$ cat src/rtl/crank_gen_pkg.sv
// Shared constants and types for the crank/cam pattern generator.
// The cam output logic is built only when CRANK_GEN_CAM_EN is defined.
package crank_gen_pkg;

  localparam int unsigned TEETH_DEF   = 60;
  localparam int unsigned MISSING_DEF = 2;

  // Ticks per physical tooth and the last tick index of the gap tooth (191)
  localparam int unsigned TOOTH_TICKS  = 64;
  localparam int unsigned GAP_TICK_TOP = TOOTH_TICKS * (MISSING_DEF + 1) - 1;

  localparam int unsigned CAM_TOOTH_RISE  = 4;
  localparam int unsigned CAM_TOOTH_PHASE = 30;
  localparam int unsigned CAM_TOOTH_FALL  = 54;

  localparam int unsigned PERIOD_W = 8;
  localparam int unsigned TCKC_W   = 8;
  localparam int unsigned TOOTH_W  = 6;

  typedef logic [PERIOD_W-1:0] period_t;
  typedef logic [TCKC_W-1:0]   tckc_t;
  typedef logic [TOOTH_W-1:0]  tooth_t;

  // Last tick index of the tooth that absorbs the missing teeth
  function automatic tckc_t gap_top(input int unsigned missing);
    return tckc_t'(TOOTH_TICKS * (missing + 1) - 1);
  endfunction

endpackage

$ cat src/rtl/crank_cam_gen_tick_prescaler.sv
// Tick prescaler: free-running cycle counter with a live top value and a
// shadow top that is only transferred into the live top at revolution wrap.
module tick_prescaler
  import crank_gen_pkg::*;
#(
  parameter period_t RST_PERIOD = 8'd63
) (
  input  logic    clk_i,
  input  logic    rst_i,
  input  logic    ena_i,
  input  logic    period_wr_i,
  input  period_t period_data_i,
  input  logic    rev_wrap_i,
  output logic    tick_o,
  output logic    period_pend_o
);

  period_t scnt_q, scnt_d;
  period_t top_q, top_d;
  period_t shadow_q, shadow_d;
  logic    pend_q, pend_d;

  assign tick_o        = ena_i && (scnt_q == top_q);
  assign period_pend_o = pend_q;

  // period_wr_i is a one-cycle strobe with no back-pressure: every strobe
  // seen while enabled overwrites the shadow. A strobe on the wrap cycle
  // loses the race, so the old shadow goes live and pending stays set.
  always_comb begin
    scnt_d   = scnt_q;
    top_d    = top_q;
    shadow_d = shadow_q;
    pend_d   = pend_q;
    if (ena_i) begin
      scnt_d = tick_o ? '0 : scnt_q + period_t'(1);
      if (rev_wrap_i) begin
        top_d  = shadow_q;
        pend_d = 1'b0;
      end
      if (period_wr_i) begin
        shadow_d = period_data_i;
        pend_d   = 1'b1;
      end
    end
  end

  always_ff @(posedge clk_i) begin
    if (rst_i) begin
      scnt_q   <= '0;
      top_q    <= RST_PERIOD;
      shadow_q <= RST_PERIOD;
      pend_q   <= 1'b0;
    end else begin
      scnt_q   <= scnt_d;
      top_q    <= top_d;
      shadow_q <= shadow_d;
      pend_q   <= pend_d;
    end
  end

endmodule

$ cat src/rtl/crank_cam_gen.sv
// Crank (60-2 style) and cam signal generator driven by a programmable tick.
// Cam logic is present only when CRANK_GEN_CAM_EN is defined; otherwise cam is 0.
module crank_cam_gen
  import crank_gen_pkg::*;
#(
  parameter int unsigned TEETH       = TEETH_DEF,
  parameter int unsigned MISSING     = MISSING_DEF,
  parameter int unsigned START_TOOTH = 53,
  parameter period_t     RST_PERIOD  = 8'd63
) (
  input  logic          clk,
  input  logic          rst,
  input  logic          ena,
  input  logic          period_wr,
  input  logic [7:0]    period_data,
  output logic          vr,
  output logic          cam,
  output logic [5:0]    tooth,
  output logic          rev_stb,
  output logic          period_pend
);

  localparam tooth_t LAST_TOOTH = tooth_t'(TEETH - MISSING - 1);
  localparam tooth_t START_IDX  = tooth_t'(START_TOOTH);
  localparam tckc_t  NORM_TOP   = tckc_t'(TOOTH_TICKS - 1);
  localparam tckc_t  GAP_TOP    = gap_top(MISSING);

  tckc_t  tckc_q, tckc_d;
  tooth_t tooth_q, tooth_d;
  logic   vr_q, vr_d;

  logic   tick;
  logic   tooth_last;
  logic   tckc_wrap;
  logic   rev_wrap;
  tckc_t  tckc_top;

  tick_prescaler #(
    .RST_PERIOD(RST_PERIOD)
  ) u_prescaler (
    .clk_i         (clk),
    .rst_i         (rst),
    .ena_i         (ena),
    .period_wr_i   (period_wr),
    .period_data_i (period_data),
    .rev_wrap_i    (rev_wrap),
    .tick_o        (tick),
    .period_pend_o (period_pend)
  );

  // tick already carries ena, so everything below freezes with it
  assign tooth_last = (tooth_q == LAST_TOOTH);
  assign tckc_top   = tooth_last ? GAP_TOP : NORM_TOP;
  assign tckc_wrap  = tick && (tckc_q == tckc_top);
  assign rev_wrap   = tckc_wrap && tooth_last;

  always_comb begin
    tckc_d  = tckc_q;
    tooth_d = tooth_q;
    vr_d    = vr_q;
    if (tick) begin
      tckc_d = tckc_wrap ? '0 : tckc_q + tckc_t'(1);
      if (tckc_q == (tckc_top >> 1)) begin
        vr_d = 1'b1;
      end
      if (tckc_wrap) begin
        vr_d    = 1'b0;
        tooth_d = tooth_last ? '0 : tooth_q + tooth_t'(1);
      end
    end
  end

  always_ff @(posedge clk) begin
    if (rst) begin
      tckc_q  <= '0;
      tooth_q <= START_IDX;
      vr_q    <= 1'b0;
    end else begin
      tckc_q  <= tckc_d;
      tooth_q <= tooth_d;
      vr_q    <= vr_d;
    end
  end

  assign vr      = vr_q;
  assign tooth   = tooth_q;
  assign rev_stb = rev_wrap;

`ifdef CRANK_GEN_CAM_EN
  logic cam_q, cam_d;
  logic phase_q, phase_d;

  // Decisions use the tooth being left and the phase before any toggle
  always_comb begin
    cam_d   = cam_q;
    phase_d = phase_q;
    if (tckc_wrap) begin
      if (tooth_q == tooth_t'(CAM_TOOTH_PHASE)) begin
        phase_d = ~phase_q;
      end
      if (phase_q && (tooth_q == tooth_t'(CAM_TOOTH_FALL))) begin
        cam_d = 1'b0;
      end
      if (phase_q && (tooth_q == tooth_t'(CAM_TOOTH_RISE))) begin
        cam_d = 1'b1;
      end
    end
  end

  always_ff @(posedge clk) begin
    if (rst) begin
      cam_q   <= 1'b1;
      phase_q <= 1'b0;
    end else begin
      cam_q   <= cam_d;
      phase_q <= phase_d;
    end
  end

  assign cam = cam_q;
`else
  assign cam = 1'b0;
`endif

endmodule

$ cat config.mk
export PLATFORM = sky130hd
export DESIGN_NAME = crank_cam_gen
export DESIGN_NICKNAME = d
export VERILOG_FILES = /design/src/rtl/crank_gen_pkg.sv /design/src/rtl/crank_cam_gen_tick_prescaler.sv /design/src/rtl/crank_cam_gen.sv
export SDC_FILE = /design/constraint.sdc
export NUM_CORES = 1
export LEC_CHECK = 0
export CORE_AREA = 2 2 65 67
export CTS_CLUSTER_DIAMETER = 60
export DETAILED_ROUTE_END_ITERATION = 10
export DIE_AREA = 0 0 67 69
export GPL_TIMING_DRIVEN = 0
export HOLD_SLACK_MARGIN = 0.05
export PLACE_DENSITY = 0.74
export SLEW_MARGIN = 30
export SYNTH_ARGS = -nofsm -noshare
export SYNTH_HDL_FRONTEND = slang
export SYNTH_SLANG_ARGS = --single-unit
$ cat constraint.sdc
create_clock -name clk -period 2.2 [get_ports clk]
set_input_delay 0.44 -clock clk [delete_from_list [all_inputs] [get_ports clk]]
set_output_delay 0.44 -clock clk [all_outputs]
set_load 0.005 [all_outputs]
==> flow_summary.toml <==
[route]
remaining_drc_errors = 0
ant_nets = 0
post_drt_wl_per_cell_um = 13.7
dr.pass1.iters = 4
vias = 1683
wirelength_um = 4210
drt-initial-drc-count = 112
via_per_inst = 5.48

[place]
dpl_cell_area_mm2 = 0.00216
dp_cells = 289
pre_cts_ws_ns = -0.550
io_buffers = 17
gp_congestion = 0.833
dp_hpwl_um = 2800

[sta]
worst-slew-pin-transition_ns = 0.600
slew_headroom_pct = 60.0
fin_crit_sh_pct = 106
fin_setup_tns_ns = -0.551
timing.final.ws_setup_ns = -0.125
max_freq_mhz = 430
period_needed_ns = 2.33
holdWs_ns = 0.456
grt_setup_unrepaired = "true"
finClkSkew_ns = 0.00706
hold_viol = 0
final_max_slew_viol_count = 0
final-setup-viol-count = 10

[clock_network]
clockRootBuffer = "clkbuf_8"
cts.clk_slew.worst_paths_ns = 0.08
cts-buffers-inserted = 5
clkLatencyLatePin_ns = 0.29
cts_tree = "done"
clockBufferDepth = 2
cts.sinks = 40
cts_hold_buf = 0
cts.htree.levels = 2

[yosys]
syn_area_mm2 = 0.00191
ys.flop_type = "dfxtp_1"
yosysTopAreaCellShare_pct = 41.9
synth_edf_count = 0
syn_area_per_cell_um2 = 8.60
synth.distinct_cells = 40
seq_area_frac_synth_pct = 41.9
synth_top_family_by_area = "simple AND/OR/NAND/NOR gates"
yosys.area_share.simple_pct = 29.6
synth_nets = 238
synthCells = 222
synth-adder-area-share_pct = 2.62
synth_compound_area_share_pct = 7.47
synth.area.mux_share_pct = 4.78
synthArstFlopShare_pct = 0
synth_top_area_cell = "dfxtp_1"
yosys_warnings = 0
synth.area.top_cells = "dfxtp_1, nand3_1, xnor2_1"
synth-xor-area-share_pct = 8.72
ys_seq_elements = 40

[floorplanning]
die_w_um = 67
io-pin-count = 22
initial_utilization_pct = 48.8
core_mm2 = 0.00391
rows = 23
die_y_um = 69
dieArea_mm2 = 0.00462

[power_and_ir_drop]
p_per_area_mw_per_mm2 = 553
leakagePower_nw = 0.878
p_total_mw = 1.35
max-vdd-ir-drop_uv = 420

[critical_path]
critPathLaunchType = "flop"
worstSetupPathType = "reg2out"
path_max_fanout = 4
endpoint_kind = "output port"
cp.required_ns = 1.76
cpMaxStageDelayCell = "or4b_4"
crit-reg2reg-launch = "tooth[1]"
critPathLaunch = "tooth[1]"
arrival_ns = 1.89
worst-path-buf-inv = 2
cpPeakStageDelay_ns = 0.60
path_cells = "inv_2, ha_4, nand4b_1, or4b_4, nor3_4, buf_2"
cpLargestDelayFamily = "simple AND/OR/NAND/NOR gates"

[layout]
design_area_mm2 = 0.00244
n_antenna_cell = 0
n_fill_cell = 362
final_util_pct = 62.2
stdcell_count = 307
drive_gt1_share_pct = 18.7
area_growth_pct = 27.6
fin_nets = 273

[worst_hold_path]
holdCritPathClass = "reg2reg"
hold_start = "u_prescaler.shadow_q[6]"

[global_routing]
grt_max_degree = 12
track_usage_pct = 19.3
grt_pass1_wl_um = 6840
grt_pass1_vias = 1464
globalRouteOverflowTotal = 0
antenna_found_initial = 0

[outcome]
violations = "setup timing"
outcome = "finished, violations left"

[run]
maxCapViolCount = 0
==> tightest hold or removal path, delay by kind of cell (launching register included) <==
kind	cells	cell delay, ns
flops	1	0.31
compound gates	1	0.05
simple gates	1	0.05
==> routing by layer <==
layer / vias to the layer above / routed length [µm] / GRT usage [%]
met5: - / 0 / 0
met4: 0 / 82 / 7.03
met3: 8 / 178 / 6.36
met2: 37 / 1950 / 27.9
met1: 780 / 2000 / 26.6
li1: 858 / - / -
==> synthesized netlist by cell type (all sizes together), types with 8 or more instances <==
cell type,count
inv,8
xnor2,11
nor3,14
nand3,23
dfxtp,40
nand2,23
a21oi,11
nor2,8
mux2i,8
xor2,8
clkbuf,8
==> logic make-up after synthesis <==
kind of cell / after synthesis
AND/OR/NAND/NOR: 105
flip-flops: 40
AO/OA/AOI/OAI: 24
buffers and inverters: 20
XOR/XNOR: 19
multiplexers: 9
adder cells (fa/ha/maj): 4
other: 1
==> final timing paths <==
path                             endpoint  slack, ns  cells past startpoint
setup / recovery                  rev_stb      -0.13                      6
hold / removal    u_prescaler.shadow_q[6]       0.46                      2
hold reg to reg   u_prescaler.shadow_q[6]       0.46                      2
setup reg to reg                 tooth[4]      -0.08                      8
==> layout by cell type, fill, tap and decap left out, types with 3 or more instances in the layout <==
| cell | Yosys | layout |
|---|---|---|
| a21oi_1 | 11 | 11 |
| and3_1 | 3 | 3 |
| buf_4 | 1 | 13 |
| clkbuf_1 | 8 | 6 |
| clkbuf_8 | 0 | 7 |
| clkdlybuf4s50_1 | 0 | 16 |
| dfxtp_1 | 40 | 32 |
| dfxtp_2 | 0 | 5 |
| dfxtp_4 | 0 | 3 |
| ha_1 | 4 | 3 |
| inv_1 | 8 | 7 |
| mux2i_1 | 8 | 8 |
| nand2_1 | 23 | 22 |
| nand2b_1 | 3 | 3 |
| nand3_1 | 23 | 22 |
| nand4_1 | 5 | 5 |
| nor2_1 | 8 | 8 |
| nor3_1 | 13 | 11 |
| nor4_1 | 6 | 4 |
| o21ai_0 | 6 | 6 |
| or3_1 | 6 | 5 |
| or4_1 | 5 | 4 |
| xnor2_1 | 11 | 11 |
| xor2_1 | 8 | 8 |
==> area by class of cell <==
class,instances,area (µm²),area share [%]
inverters,8,30.0,1.23
flip-flops and latches,40,818,33.6
plain buffers,9,42.5,1.75
repair buffers,31,299,12.3
multi-input cells,162,1090,44.6
well taps,50,62.6,2.57
clock buffers,7,96.3,3.95
==> repair_timing <==
action                     CTS  global route
setup endpoints to repair   19            21
resized for setup           11            15
pin swaps                    3             6
buffers inserted             8             6
==> state kept, by name, summed over array words and instances (netlist names) <==
signal	count
u_prescaler.scnt_q	8
u_prescaler.shadow_q	8
u_prescaler.period_pend_o	1
tckc_q	8
u_prescaler.top_q	8
tooth	6
vr	1
==> power breakdown <==
group	internal (mW)	switching (mW)	total (mW)
clock network	0.279	0.251	0.530
registers	0.734	0.00814	0.742
logic	0.0340	0.0419	0.0759
(Power assumes the default switching activity.)
